===== config.mk =====
export PLATFORM = sky130hd
export DESIGN_NAME = fp_addsub_pipe
export DESIGN_NICKNAME = d
export VERILOG_FILES = /design/src/rtl/fp_addsub_pipe.sv
export SDC_FILE = /design/constraint.sdc
export NUM_CORES = 1
export LEC_CHECK = 0
export CORE_MARGIN = 4
export CORE_UTILIZATION = 45
export DETAILED_ROUTE_END_ITERATION = 8
export DONT_BUFFER_PORTS = 1
export PLACE_DENSITY = 0.64
export SETUP_SLACK_MARGIN = 0.05
export SLEW_MARGIN = 0
export SYNTH_ARGS = -nofsm -noshare
export SYNTH_HDL_FRONTEND = slang
export SYNTH_SLANG_ARGS = --single-unit

===== constraint.sdc =====
create_clock -name clk -period 17.94 [get_ports clk]
set_clock_uncertainty 0.1 [all_clocks]
set_input_delay 2.691 -clock clk [delete_from_list [all_inputs] [get_ports clk]]
set_output_delay 2.691 -clock clk [all_outputs]
set_load 0.01 [all_outputs]

===== src/rtl/fp_addsub_pipe.sv =====
// Three-stage floating-point adder/subtractor (align/select, add/LZC, normalise/round/pack).
// Subnormal inputs read as zero, rounding is nearest-even, tiny results flush to signed zero.
module fp_addsub_pipe #(
   parameter int EXP_W = 8,
   parameter int MAN_W = 23,
   parameter int TAG_W = 4
) (
   input  logic                   clk,
   input  logic                   rst,
   input  logic                   in_valid,
   output logic                   in_ready,
   input  logic                   in_op,
   input  logic [EXP_W+MAN_W:0]   in_x1,
   input  logic [EXP_W+MAN_W:0]   in_x2,
   input  logic [TAG_W-1:0]       in_tag,
   output logic                   out_valid,
   input  logic                   out_ready,
   output logic [EXP_W+MAN_W:0]   out_y,
   output logic [TAG_W-1:0]       out_tag,
   output logic [3:0]             out_flags
);

   localparam int W       = 1 + EXP_W + MAN_W;
   localparam int X       = MAN_W + 4;   // hidden bit, mantissa, guard, round, sticky
   localparam int LZ_W    = $clog2(X + 2);
   localparam int EXP_MAX = (1 << EXP_W) - 1;
   localparam logic [EXP_W-1:0] EXP_ONES = '1;

   function automatic logic [LZ_W-1:0] lzc(input logic [X:0] v);
      lzc = LZ_W'(X + 1);
      for (int i = 0; i <= X; i++) begin
         if (v[i]) lzc = LZ_W'(X - i);
      end
   endfunction

   // Handshake: a transfer happens on a rising edge where valid && ready; the producer
   // holds its payload stable while valid is high and ready is low. The whole pipe
   // advances together whenever the output register is empty or being drained.
   logic en;
   logic v1_q, v2_q, v3_q;

   assign en       = !v3_q || out_ready;
   assign in_ready = en;

   // ---------------- stage 1: unpack, select larger magnitude, align ----------------
   logic             sa, sb, nan_a, nan_b, inf_a, inf_b, swap, s_big;
   logic [EXP_W-1:0] ex1, ex2, e_big, e_sml, diff;
   logic [MAN_W-1:0] mx1, mx2;
   logic [MAN_W:0]   sg1, sg2, sig_big, sig_sml;
   logic [2*X-1:0]   wide;
   logic [X-1:0]     al_d;
   logic             nan_d, nv_d, inf_d, infs_d;

   always_comb begin
      sa      = in_x1[W-1];
      sb      = in_x2[W-1] ^ in_op;
      ex1     = in_x1[W-2:MAN_W];
      ex2     = in_x2[W-2:MAN_W];
      mx1     = in_x1[MAN_W-1:0];
      mx2     = in_x2[MAN_W-1:0];
      sg1     = (ex1 != '0) ? {1'b1, mx1} : '0;
      sg2     = (ex2 != '0) ? {1'b1, mx2} : '0;
      nan_a   = (ex1 == EXP_ONES) && (mx1 != '0);
      nan_b   = (ex2 == EXP_ONES) && (mx2 != '0);
      inf_a   = (ex1 == EXP_ONES) && (mx1 == '0);
      inf_b   = (ex2 == EXP_ONES) && (mx2 == '0);
      swap    = (ex2 > ex1) || ((ex2 == ex1) && (sg2 > sg1));
      e_big   = swap ? ex2 : ex1;
      e_sml   = swap ? ex1 : ex2;
      sig_big = swap ? sg2 : sg1;
      sig_sml = swap ? sg1 : sg2;
      s_big   = swap ? sb : sa;
      diff    = e_big - e_sml;
      wide    = {sig_sml, 3'b000, {X{1'b0}}} >> diff;
      // Far-away operands only survive as a sticky contribution.
      if (32'(diff) >= X - 1) al_d = {{(X-1){1'b0}}, |sig_sml};
      else                    al_d = wide[2*X-1:X] | {{(X-1){1'b0}}, |wide[X-1:0]};
      nv_d    = inf_a && inf_b && (sa != sb);
      nan_d   = nan_a || nan_b || nv_d;
      inf_d   = inf_a || inf_b;
      infs_d  = inf_a ? sa : sb;
   end

   logic [TAG_W-1:0] tag1_q;
   logic             sub1_q, sgn1_q, nan1_q, nv1_q, inf1_q, infs1_q;
   logic [EXP_W-1:0] exp1_q;
   logic [MAN_W:0]   sig1_q;
   logic [X-1:0]     al1_q;

   // ---------------- stage 2: magnitude add/subtract and leading-zero count ----------------
   logic [X:0]       sum2_d;
   logic [LZ_W-1:0]  lz2_d;

   always_comb begin
      if (sub1_q) sum2_d = {1'b0, sig1_q, 3'b000} - {1'b0, al1_q};
      else        sum2_d = {1'b0, sig1_q, 3'b000} + {1'b0, al1_q};
      lz2_d = lzc(sum2_d);
   end

   logic [TAG_W-1:0] tag2_q;
   logic             sub2_q, sgn2_q, nan2_q, nv2_q, inf2_q, infs2_q;
   logic [EXP_W-1:0] exp2_q;
   logic [X:0]       sum2_q;
   logic [LZ_W-1:0]  lz2_q;

   // ---------------- stage 3: normalise, round to nearest even, pack ----------------
   logic [X:0]       norm;
   logic             g, r, st, lsb, nx, rnd_up;
   logic [MAN_W:0]   man_rnd;
   int               e_res, e_fin;
   logic [W-1:0]     y3_d;
   logic [3:0]       fl3_d;

   always_comb begin
      norm    = sum2_q << lz2_q;
      lsb     = norm[4];
      g       = norm[3];
      r       = norm[2];
      st      = |norm[1:0];
      nx      = g | r | st;
      rnd_up  = g & (r | st | lsb);
      man_rnd = {1'b0, norm[X-1:4]} + {{MAN_W{1'b0}}, rnd_up};
      e_res   = int'(exp2_q) + 1 - int'(lz2_q);
      e_fin   = e_res + int'(man_rnd[MAN_W]);
      y3_d    = '0;
      fl3_d   = '0;
      if (nan2_q) begin
         y3_d  = {1'b0, EXP_ONES, 1'b1, {(MAN_W-1){1'b0}}};
         fl3_d = {nv2_q, 3'b000};
      end else if (inf2_q) begin
         y3_d  = {infs2_q, EXP_ONES, {MAN_W{1'b0}}};
      end else if (!norm[X]) begin
         // Exact zero: cancellation yields +0, like-signed zeros keep their sign.
         y3_d  = {sgn2_q & !sub2_q, {(W-1){1'b0}}};
      end else if (e_res <= 0) begin
         y3_d  = {sgn2_q, {(W-1){1'b0}}};
         fl3_d = 4'b0011;
      end else if (e_fin >= EXP_MAX) begin
         y3_d  = {sgn2_q, EXP_ONES, {MAN_W{1'b0}}};
         fl3_d = 4'b0101;
      end else begin
         y3_d  = {sgn2_q, EXP_W'(e_fin), man_rnd[MAN_W-1:0]};
         fl3_d = {3'b000, nx};
      end
   end

   logic [TAG_W-1:0] tag3_q;
   logic [W-1:0]     y3_q;
   logic [3:0]       fl3_q;

   always_ff @(posedge clk or posedge rst) begin
      if (rst) begin
         v1_q <= 1'b0;  tag1_q <= '0;  sub1_q <= 1'b0; sgn1_q <= 1'b0; exp1_q <= '0;
         sig1_q <= '0;  al1_q <= '0;   nan1_q <= 1'b0; nv1_q <= 1'b0;  inf1_q <= 1'b0;
         infs1_q <= 1'b0;
         v2_q <= 1'b0;  tag2_q <= '0;  sub2_q <= 1'b0; sgn2_q <= 1'b0; exp2_q <= '0;
         sum2_q <= '0;  lz2_q <= '0;   nan2_q <= 1'b0; nv2_q <= 1'b0;  inf2_q <= 1'b0;
         infs2_q <= 1'b0;
         v3_q <= 1'b0;  tag3_q <= '0;  y3_q <= '0;     fl3_q <= '0;
      end else if (en) begin
         v1_q    <= in_valid;
         tag1_q  <= in_tag;
         sub1_q  <= sa ^ sb;
         sgn1_q  <= s_big;
         exp1_q  <= e_big;
         sig1_q  <= sig_big;
         al1_q   <= al_d;
         nan1_q  <= nan_d;
         nv1_q   <= nv_d;
         inf1_q  <= inf_d;
         infs1_q <= infs_d;

         v2_q    <= v1_q;
         tag2_q  <= tag1_q;
         sub2_q  <= sub1_q;
         sgn2_q  <= sgn1_q;
         exp2_q  <= exp1_q;
         sum2_q  <= sum2_d;
         lz2_q   <= lz2_d;
         nan2_q  <= nan1_q;
         nv2_q   <= nv1_q;
         inf2_q  <= inf1_q;
         infs2_q <= infs1_q;

         v3_q    <= v2_q;
         tag3_q  <= tag2_q;
         y3_q    <= y3_d;
         fl3_q   <= fl3_d;
      end
   end

   assign out_valid = v3_q;
   assign out_y     = y3_q;
   assign out_tag   = tag3_q;
   assign out_flags = fl3_q;

endmodule


==> qor.txt <==
most frequent cells in the layout = nand2_1, nor2_1, dfrtp_1
Seq cells post-synth = 163
fill cell count = 3,258
Reg clk slew, reported paths = 0.07 ns
Worst setup EP type = flop
critical path class = input pin to flop
Hold Crit Class = flop to flop
setup TNS = 0 ns
dpl cell area = 0.01528 mm²
hpwl dp = 33,150 µm
diode count = 0
first-pass GRT wire length = 69,870 µm
num rows = 66
endpoints failing hold = 0
FF+latch area = 0.004079 mm²
DR WL/cell = 19.11 µm
Root Buffer = clkbuf_16
die area = 0.03654 mm²
Vias = 13.49k
worst slew pin tran = 1.293 ns
Mapped Cells = 1,861
synth unique cells = 94
CP max stage cell = nand2_1
min Tclk post-route = 9.450 ns
Area Growth Syn to Fin = 5.363%
core footprint = 0.03278 mm²
fin. max-slew vios = 0
Pleak = 0.006875 µW
Final ANT Viol Nets = 0
headroom to the max-slew limit = 0.1158
IO Count = 115
post-synthesis sequential area ratio = 0.2702
Post-synth EDFFs = 0
vias in the first global route = 12.94k
post-cts hold buffer count = 0
Mapped Area = 0.01510 mm²
TritonCTS Buffers = 17
Setup crit start kind = input pin
H-tree depth = 4
Final GP Congestion = 0.9618
Die Width = 191.2 µm
initial antenna violation count = 0
Power Dens Cells = 148.2 mW/mm²
status = finished clean
setup bufs post-CTS = 0
syn nets = 2,036
final setup fails = 0
ys flop type = dfrtp_1
TritonCTS clock tree = built
arrival time at the worst endpoint = 9.72 ns
count of buffers from port buffering = 0
DRT iter0 DRCs = 941
ranking of synthesized cells by area = dfrtp_1, ha_1, nand2_1
Yosys top cell area share = 0.2702
grt ovf = 0
cell taking the most area after synthesis = dfrtp_1
GRT Resource Usage Total = 0.2349
die height = 191.2 µm
worst skew pair latency = 0.44 ns
post-route cell area = 0.01591 mm²
Final Util = 0.4852
Multi-input gate area = 0.01012 mm²
RSZ-0062 raised after global routing = false
syn avg cell area = 8.112 µm²
ratio of cells with drive above 1 in the final layout = 0.08361
Post-CTS Resized = 0
residual DRC count = 0
fraction of registers with async set/reset = 1.000
Fmax achieved = 0.1058 GHz
final WL = 42,740 µm
pin count of the biggest net entering global routing = 111
final period utilization = 0.5268
most common cell after layout, fill and taps aside = nand2_1
first drt pass iteration count = 5
max cap viols = 0
YS warnings = 0
CP max FO = 78
Total Nets Final = 1,956
worst path bufs/invs = 2
Place WS = 8.072 ns
cell mode on critical path = nand2_1
CP max stage delay = 0.75 ns
worst setup slack after layout = 8.490 ns
Top Family by Delay on Critical Path = simple AND/OR/NAND/NOR gates
crit path cell chain = nor4_1 > nand2_1 > nand2_1 > inv_1 > ha_1 > nand4_2 > or4_4 > a211o_1 > and4_4 > nor2_8 > buf_4 > a211oi_1 > or4_4 > nand2_1 > o32a_1 > nand4_1 > nor3_2 > a22o_1
CP Data Required Time = 18.21 ns
CTS max path bufs = 2
drt via density = 6.032
maximum vdd drop = 0.00007694 V
Initial Util = 0.4605
Sink Count = 163
## final timing paths
check / endpoint / start / cells after the start / slack, ns
worst max-delay path: al1_q[26] / in_x2[27] / 18 / 8.49
worst min-delay path: v2_q / v2_q / 2 / 0.37
worst max register to register: out_y[7] / lz2_q[2] / 19 / 10.67
worst min register to register: v2_q / v2_q / 2 / 0.37
max in group asynchronous: al1_q[18] / rst / 2 / 14.18
min in group asynchronous: sig1_q[1] / rst / 1 / 2.25
## flip-flops by register name, summed over array words and instances, names as in the netlist, 4 cells and up
| name | flops |
|---|---|
| al1_q | 27 |
| exp2_q | 8 |
| tag2_q | 4 |
| out_tag | 4 |
| out_flags | 4 |
| lz2_q | 5 |
| tag1_q | 4 |
| out_y | 32 |
| sig1_q | 24 |
| exp1_q | 8 |
| sum2_q | 28 |
## final cells by class
class,count,area share
Clock buffer,17,0.02675
Clock inverter,15,0.01251
Inverter,110,0.02635
Multi-Input combinational cell,1475,0.6366
Sequential cell,163,0.2564
Tap cell,442,0.03477
Timing Repair Buffer,14,0.006608
## stage by stage
| stage | cells | power [µW] | hold slack, ns |
|---|---|---|---|
| final | 2236 | 2357 | 0.3680 |
| after global routing | 2236 | 2569 | 0.3926 |
| after CTS | 2236 | 2361 | 0.3728 |
| after detailed placement | 2204 | 1980 | 0.3557 |
| after global placement | 2204 | 1963 | 0.3442 |
| after floorplan | 1861 | 1667 | 0.3300 |
## routing by layer
| metal | part of all wire | track usage | vias up |
|---|---|---|---|
| li1 | - | - | 6602 |
| met1 | 0.47 | 0.3394 | 6427 |
| met5 | 0 | 0 | - |
| met2 | 0.46 | 0.3749 | 401 |
| met3 | 0.052 | 0.03214 | 57 |
| met4 | 0.022 | 0.05718 | 0 |
## synthesized netlist by cell type (6+ instances only)
| cell | n |
|---|---|
| ha_1 | 100 |
| or4_1 | 6 |
| a22o_1 | 27 |
| xor2_1 | 21 |
| o22ai_1 | 13 |
| or2_2 | 10 |
| nand3_1 | 34 |
| a211oi_1 | 18 |
| mux4_2 | 45 |
| a31oi_1 | 20 |
| nand2_1 | 291 |
| a311oi_1 | 6 |
| o22a_1 | 11 |
| nor4_1 | 19 |
| o21ai_0 | 120 |
| a211o_1 | 7 |
| or3_1 | 14 |
| a22oi_1 | 6 |
| a21o_1 | 14 |
| inv_1 | 105 |
| o21a_1 | 15 |
| and2_1 | 11 |
| o211ai_1 | 19 |
| nor3_1 | 41 |
| o2111ai_1 | 7 |
| clkbuf_1 | 81 |
| and3_1 | 11 |
| mux2i_1 | 55 |
| a21oi_1 | 134 |
| mux2_2 | 21 |
| o21bai_1 | 9 |
| nor2b_1 | 9 |
| buf_1 | 14 |
| nand4_1 | 19 |
| o311ai_0 | 7 |
| xnor2_1 | 36 |
| dfrtp_1 | 163 |
| nand2b_1 | 17 |
| o31ai_1 | 22 |
| buf_2 | 11 |
| nor2_1 | 168 |
## worst reg2reg max path, delay by kind of cell, from the launching register on
family | cells | cell delay, ns
adders and majority gates | 1 | 0.25
DFF | 1 | 0.54
muxes | 1 | 0.59
AOI/OAI and AO/OA | 3 | 0.85
and+or+nand+nor | 12 | 4.27
buffers and inverters | 1 | 0.49
xor gates and xnor gates | 1 | 0.09
## power breakdown
| part | total (µW) | internal (µW) | switching [µW] |
|---|---|---|---|
| clock | 373 | 191 | 182 |
| sequential | 581 | 473 | 107 |
| combinational | 1400 | 565 | 838 |
## logic make-up (layout without fill, tap and decap cells)
| group | after synthesis | count (layout) | synth area share |
|---|---|---|---|
| AOI/OAI and AO/OA | 516 | 516 | 0.2245 |
| xor gates and xnor gates | 59 | 59 | 0.03597 |
| adders and majority gates | 102 | 102 | 0.08554 |
| buffers and inverters | 223 | 156 | 0.05959 |
| DFF | 163 | 163 | 0.2702 |
| muxes | 121 | 121 | 0.1193 |
| and+or+nand+nor | 677 | 677 | 0.2049 |
No activity file was read; power rests on OpenSTA's default activity.
